**config.mk**
```make
export PLATFORM = sky130hd
export DESIGN_NAME = flit_address_tracker
export DESIGN_NICKNAME = d
export VERILOG_FILES = /design/src/rtl/flit_tracker_pkg.sv /design/src/rtl/channel_len_counter.sv /design/src/rtl/flit_address_tracker.sv
export SDC_FILE = /design/constraint.sdc
export NUM_CORES = 1
export LEC_CHECK = 0
export CAP_MARGIN = 10
export CORE_UTILIZATION = 55
export CTS_BUF_LIST = sky130_fd_sc_hd__clkbuf_4
export DETAILED_ROUTE_END_ITERATION = 10
export HOLD_SLACK_MARGIN = 0.08
export PLACE_DENSITY = 0.86
export SYNTH_ARGS = -nofsm -noshare
export SYNTH_HDL_FRONTEND = slang
export SYNTH_HIERARCHICAL = 1
export SYNTH_SLANG_ARGS = --single-unit
```
**constraint.sdc**
```tcl
create_clock -name clk -period 3 [get_ports clk]
set_input_delay 0.3 -clock clk [delete_from_list [all_inputs] [get_ports clk]]
set_output_delay 0.3 -clock clk [all_outputs]
set_load 0.05 [all_outputs]
```
**src/rtl/flit_tracker_pkg.sv**
```systemverilog
// Shared types and helpers for the multi-channel flit address tracker.
// Channel-index width is derived here so every file sizes channels the same way.
package flit_tracker_pkg;

  function automatic int ch_width(input int n);
    return (n <= 1) ? 1 : $clog2(n);
  endfunction

  localparam int DEF_NUM_CH     = 4;
  localparam int DEF_ADDR_WIDTH = 8;
  localparam int DEF_CH_WIDTH   = ch_width(DEF_NUM_CH);

  typedef struct packed {
    logic [DEF_CH_WIDTH-1:0]   ch;
    logic [DEF_ADDR_WIDTH-1:0] address;
    logic                      head;
    logic                      tail;
  } route_rec_t;

  typedef enum logic [1:0] {
    ERR_NONE,
    ERR_ZERO_LEN,
    ERR_BAD_CH
  } err_code_t;

endpackage

```
**src/rtl/channel_len_counter.sv**
```systemverilog
// Per-channel packet state: flits remaining after the head and the latched address.
// A flush in the same cycle as a load or decrement always leaves the count at zero.
module channel_len_counter #(
  parameter int LEN_WIDTH  = 8,
  parameter int ADDR_WIDTH = 8
) (
  input  logic                  clk,
  input  logic                  reset,
  input  logic                  load,
  input  logic                  dec,
  input  logic                  flush,
  input  logic [LEN_WIDTH-1:0]  load_len,
  input  logic [ADDR_WIDTH-1:0] load_addr,
  output logic                  busy,
  output logic                  is_last,
  output logic [ADDR_WIDTH-1:0] addr
);

  logic [LEN_WIDTH-1:0] cnt;

  always_ff @(posedge clk) begin
    if (!reset) begin
      cnt  <= '0;
      addr <= '0;
    end else begin
      if (load) addr <= load_addr;
      // Lengths 0 and 1 are complete in the head flit, so nothing remains
      if (flush)
        cnt <= '0;
      else if (load)
        cnt <= (load_len > LEN_WIDTH'(1)) ? load_len - LEN_WIDTH'(1) : '0;
      else if (dec)
        cnt <= cnt - LEN_WIDTH'(1);
    end
  end

  assign busy    = (cnt != '0);
  assign is_last = (cnt == LEN_WIDTH'(1));

endmodule

```
**src/rtl/flit_address_tracker.sv**
```systemverilog
// Tags each accepted flit with its channel's destination address and head/tail
// markers, presenting the record through a one-deep registered valid/ready stage.
module flit_address_tracker
  import flit_tracker_pkg::*;
#(
  parameter  int LEN_WIDTH  = 8,
  parameter  int ADDR_WIDTH = 8,
  parameter  int NUM_CH     = 4,
  localparam int CH_WIDTH   = ch_width(NUM_CH)
) (
  input  logic                  clk,
  input  logic                  reset,
  input  logic                  flit_valid,
  output logic                  flit_ready,
  input  logic [CH_WIDTH-1:0]   flit_ch,
  input  logic [LEN_WIDTH-1:0]  flit_length,
  input  logic [ADDR_WIDTH-1:0] flit_address,
  input  logic                  flush_valid,
  input  logic [CH_WIDTH-1:0]   flush_ch,
  output logic                  out_valid,
  input  logic                  out_ready,
  output logic [CH_WIDTH-1:0]   out_ch,
  output logic [ADDR_WIDTH-1:0] out_address,
  output logic                  out_head,
  output logic                  out_tail,
  output logic [NUM_CH-1:0]     ch_busy,
  output logic                  err_pulse
);

  logic                  accept;
  logic                  flit_ch_ok;
  logic                  flush_ch_ok;
  logic [NUM_CH-1:0]     busy;
  logic [NUM_CH-1:0]     last;
  logic [ADDR_WIDTH-1:0] ch_addr [NUM_CH];
  logic                  sel_busy;
  logic                  sel_last;
  logic [ADDR_WIDTH-1:0] sel_addr;
  err_code_t             err_code;

  assign flit_ready  = !out_valid || out_ready;
  assign accept      = flit_valid && flit_ready;
  assign flit_ch_ok  = (int'(flit_ch) < NUM_CH);
  assign flush_ch_ok = (int'(flush_ch) < NUM_CH);
  assign ch_busy     = busy;

  // An out-of-range channel matches no instance, so a dropped flit touches no state
  for (genvar i = 0; i < NUM_CH; i++) begin : g_ch
    logic hit;
    assign hit = accept && (flit_ch == CH_WIDTH'(i));

    channel_len_counter #(
      .LEN_WIDTH  (LEN_WIDTH),
      .ADDR_WIDTH (ADDR_WIDTH)
    ) u_cnt (
      .clk       (clk),
      .reset     (reset),
      .load      (hit && !busy[i]),
      .dec       (hit && busy[i]),
      .flush     (flush_valid && (flush_ch == CH_WIDTH'(i))),
      .load_len  (flit_length),
      .load_addr (flit_address),
      .busy      (busy[i]),
      .is_last   (last[i]),
      .addr      (ch_addr[i])
    );
  end

  always_comb begin
    sel_busy = 1'b0;
    sel_last = 1'b0;
    sel_addr = '0;
    for (int i = 0; i < NUM_CH; i++) begin
      if (flit_ch == CH_WIDTH'(i)) begin
        sel_busy = busy[i];
        sel_last = last[i];
        sel_addr = ch_addr[i];
      end
    end
  end

  always_comb begin
    err_code = ERR_NONE;
    if (accept && !flit_ch_ok)
      err_code = ERR_BAD_CH;
    else if (accept && !sel_busy && (flit_length == '0))
      err_code = ERR_ZERO_LEN;
    else if (flush_valid && !flush_ch_ok)
      err_code = ERR_BAD_CH;
  end

  always_ff @(posedge clk) begin
    if (!reset) begin
      out_valid   <= 1'b0;
      out_ch      <= '0;
      out_address <= '0;
      out_head    <= 1'b0;
      out_tail    <= 1'b0;
      err_pulse   <= 1'b0;
    end else begin
      err_pulse <= (err_code != ERR_NONE);
      if (accept && flit_ch_ok) begin
        out_valid   <= 1'b1;
        out_ch      <= flit_ch;
        out_head    <= !sel_busy;
        out_address <= sel_busy ? sel_addr : flit_address;
        out_tail    <= sel_busy ? sel_last : (flit_length <= LEN_WIDTH'(1));
      end else if (out_ready) begin
        out_valid <= 1'b0;
      end
    end
  end

endmodule

```
[Yosys cells after proc, flatten, opt, wreduce, memory -nomap -nowiden]
Index checks and enable logic that the tools add are counted.
Storage, ports and cells
  bits in registers: 78
  output and inout bits: 19
  logic and storage cells: 101
Operators by class
  $lt $le $gt $ge: 2
  equal/unequal tests: 10
  reduce and logical (&&, ||, !) cells: 43
  $add $sub $neg: 5
  muxes and demuxes: 26
  bitwise gates (word level): 1
Operators with widths (count)
  $mux W8: 14
  $sub A8 B1 Y8 const B: 5
  $eq A8 B1 Y1 const B: 4
  $reduce_bool A8 Y1: 4
  $logic_and A1 B1 Y1: 19
  $mux W1: 12
  $reduce_bool A2 Y1: 6
  $eq A2 B2 Y1 const B: 4
  $gt A8 B1 Y1 const B: 1
  $le A8 B1 Y1 const B: 1
  $logic_not A8 Y1: 1
  $reduce_or A2 Y1: 4
  $logic_not A1 Y1: 6
  $eq A2 B1 Y1 const B: 2
  $logic_not A2 Y1: 2
  $logic_or A1 B1 Y1: 1
  $not A1 Y1: 1

[Depth between registers and ports, before layout]
  depth in word-level cells: 10
  mapped depth: 10
  depth with buffers taken out: 8

[Modules after synthesis]
Netlist, hierarchy kept.
By module, submodules not included
  channel_len_counter: sequential area each 320.3 sq um, times used 4, area an instance 953.4 sq um, cells each 102
  flit_address_tracker: sequential area each 280.3 sq um, times used 1, area an instance 957.2 sq um, cells each 90

[Worst setup path after synthesis]
Ideal clock, no wire load.
  kind: reg-to-reg
  from: reg g_ch[1].u_cnt.cnt[2]
  to: reg g_ch[1].u_cnt.cnt[7]
  required time: 2.875 ns
  stages on the path, launching flop included: 11
  path slack: -0.077 ns
  arrival time: 2.952 ns
  cell sequence: dfxtp_1 buf_6 or4_4 nor3_1 nand2_1 nor4b_1 clkbuf_1 clkbuf_1 inv_1 a211oi_2 a211oi_2
Between the ends
  cells in the longest elaborated chain, start to end: 4
  elaborated cells between the ends (all ways): 8
Ends and longest elaborated chain
  start, declared: line channel_len_counter.sv:19  | logic [LEN_WIDTH-1:0] cnt;
  start signal, assigned: line channel_len_counter.sv:31  | cnt <= (load_len > LEN_WIDTH'(1)) ? load_len - LEN_WIDTH'(1) : '0;
  start signal, assigned: line channel_len_counter.sv:33  | cnt <= cnt - LEN_WIDTH'(1);
  $reduce_bool A8 Y1 *: line channel_len_counter.sv:37  | assign busy = (cnt != '0);
  named net ch_busy[1]: line flit_address_tracker.sv:26  | output logic [NUM_CH-1:0] ch_busy,
  $logic_not A1 Y1: line flit_address_tracker.sv:58  | .load (hit && !busy[i]),
  $logic_and A1 B1 Y1: line flit_address_tracker.sv:58
  $mux W8 / $reduce_bool A2 Y1 (equally long branches)
The timed path passes the listed nets; every way through them passes the cells marked *. The select of a mux whose other input is x is not followed.
A chain may end at the register's enable or synchronous reset.

[Final worst setup path]
  from: reg g_ch[2].u_cnt.cnt[2]
  to: out ch_busy[2]
Between the ends
  cells in the longest elaborated chain, start to end: 1
Ends and longest elaborated chain (line)
  start, declared: channel_len_counter.sv:19
  start signal, assigned: channel_len_counter.sv:31
  start signal, assigned: channel_len_counter.sv:33
  $reduce_bool A8 Y1: channel_len_counter.sv:37
  end, declared: flit_address_tracker.sv:26
No other way between the ends.

==> flow_summary.toml <==
[final_layout]
final_area_um2 = 5550
layout.nets = 593
n_antenna_cell = 0
layout-drive-gt1-share_pct = 14.2
areaGrowthSynthToFinish_pct = 16.3

[detailed_routing]
vias_per_cell = 6.15
wl_mm = 11.5
drc_errors = 0
first_pass_iters = 5
drt_iter0_drc = 336
via_count = 4071
postRouteAntennaNets = 0
wl_per_cell_um = 17.4

[synthesis]
synthTopCellsByCount = "dfxtp_1 (78), mux2i_1 (41), nor3_1 (37), nor2b_1 (36), a21oi_1 (29)"
yosysWarnings = 6
ys_types = 41
syn-num-nets = 539
ys.flop_type = "dfxtp_1"
ys_seq_elements = 78
synth_edf_count = 0
syn-cell-area_um2 = 4770
yosysMostFrequentCell = "dfxtp_1"
yosys.area.top_type = "dfxtp_1"
synth-seq-area-share_pct = 32.7
yosys-top-cells-area = "dfxtp_1 (33%), mux2i_1 (8.6%), xnor2_1 (5.1%), nor2b_1 (4.7%), mux4_1 (4.4%)"
syn_avg_cell_area_um2 = 9.58
synthCells = 498
async_reset_ff_share_pct = 0
synth_top_cell_area_share_pct = 32.7

[floorplan]
die_w_um = 95.1
row_count = 33
initial_core_util_pct = 57.5
die_h_um = 95.1
fp.dieArea_um2 = 9050
core_um2 = 8300
boundaryPins = 44

[grt]
overflow = 0
grt_first_pass_wirelength_mm = 19.0
grtUsageTotal_pct = 27.1
antenna_found_initial = 0
grt_max_degree = 24
first_global_vias = 4012

[worst_setup_path]
cp_max_fo = 8
worstPathRequired_ns = 2.70
start_kind = "register"
critPathKind = "register to output port"
r2r_cells = 8
endpoint_kind = "output port"
arrival_ns = 2.60
timing.rr.start = "g_ch[1].u_cnt/cnt[2]"
crit_start = "g_ch[2].u_cnt/cnt[2]"

[sta]
relSlewSlack_pct = 47.6
hold_violations = 0
slew_viol_final = 0
timing.fmax_ghz = 0.345
rsz0062_at_grt = "false"
min_period_ns = 2.90
skew_ns = 0.0161
finalSetupViolCount = 0
worst_pin_slew_ns = 0.784
post-route-period-util_pct = 96.7
tns_ns = 0

[cts]
clockBufferDepth = 2
cts_inserted_buffers = 9
clock-root-buffer = "clkbuf_4"
htreeDepth = 3
insertion_delay_ns = 0.43
clkTransAtPathRegs_ns = 0.13
tritoncts = "built"
clkSinkCount = 78
post_cts_buffers = 0

[worst_hold_path]
whs_path_depth = 3
hold_path_class = "input port to register"
hold_start = "flit_valid"

[run_status]
status = "complete, no violations"

[placed_design]
placed_area_um2 = 5370
portBuffers = 43
dp_hpwl_mm = 8.22
gp_congestion = 0.874

[job]
maxCapViolCount = 0

[power]
ir_drop_mv = 0.517
p_per_area_nw_per_um2 = 555
p_leak_nw = 2.02
-- where the power goes --
part	switching [mW]	internal (mW)	leakage (nW)
Combinational	0.659	0.457	1.30
Clock	0.392	0.354	0.0847
Sequential	0.0870	1.13	0.635
Total	1.14	1.94	2.02
-- worst paths after layout --
check / to / slack [ns]
worst min-delay path: out_valid / 0.48
worst min register to register: out_ch[0] / 0.52
worst max-delay path: ch_busy[2] / 0.1
worst max register to register: g_ch[1].u_cnt/cnt[3] / 0.32
-- stage by stage --
| step | instances | hold WS (ns) | util, % | total power [mW] | setup slack, ns |
|---|---|---|---|---|---|
| floorplan | 498 | 0.428 | - | 2.02 | 0.0173 |
| global placement | 646 | 0.468 | 64.7 | 2.30 | 0.366 |
| detailed placement | 646 | 0.485 | 64.7 | 2.33 | 0.251 |
| CTS | 662 | 0.472 | 66.8 | 3.08 | 0.0857 |
| global route | 662 | 0.509 | 66.8 | 3.22 | 0.00217 |
| finish | 662 | 0.477 | 66.8 | 3.08 | 0.0996 |
-- worst max-delay path, stage by stage, from the launching register on --
cell,delay (ns)
dfxtp_1,0.41
or4_4,0.59
nor3_1,0.23
nand2_1,0.20
clkdlybuf4s50_1,0.74
-- what timing repair did --
action / 4_1_cts / 5_1_grt
hold buffers: 0 / 0
endpoints found under the setup margin: 0 / 2
gates resized for setup: 0 / 2
-- placed cells by master, fill, tap and decap left out, drive strengths merged, types with 18 or more instances in the layout --
| cell | instances |
|---|---|
| nor4 | 18 |
| nor2b | 36 |
| nor2 | 22 |
| xnor2 | 28 |
| buf | 25 |
| clkdlybuf4s50 | 41 |
| mux2i | 41 |
| dfxtp | 78 |
| a21oi | 29 |
| inv | 26 |
| nand2 | 19 |
| nor3 | 37 |
-- cells by family after synthesis --
family | count (synthesis) | share of synthesized area (%)
flip-flops | 78 | 32.7
AO/OA/AOI/OAI | 86 | 13.2
XOR/XNOR | 36 | 6.61
buffers and inverters | 50 | 5.56
adder cells (fa/ha/maj) | 16 | 4.20
AND/OR/NAND/NOR | 181 | 23.8
multiplexers | 51 | 14.0
-- metal layers --
metal / routed length (um) / vias up / global-route usage (%)
li1: - / 1943 / -
met1: 5050 / 1963 / 33.9
met2: 5670 / 137 / 46.1
met3: 621 / 28 / 5.10
met4: 211 / 0 / 9.97
met5: 0 / - / 0
-- registers in the layout (all words and copies together) (netlist names) --
signal           flops
err_pulse            1
g_ch.u_cnt/addr     32
g_ch.u_cnt/cnt      32
out_address          8
out_ch               2
out_head             1
out_tail             1
out_valid            1
-- layout make-up --
class                           instances  area, um^2
Clock buffer                           10        75.1
Inverter                               25        93.8
Timing Repair Buffer                   68         623
Fill cell                             625        2750
Tap cell                              105         131
Sequential cell                        78        1560
Clock inverter                          6        95.1
Multi-Input combinational cell        370        2970
No activity file was read; power rests on OpenSTA's default activity.
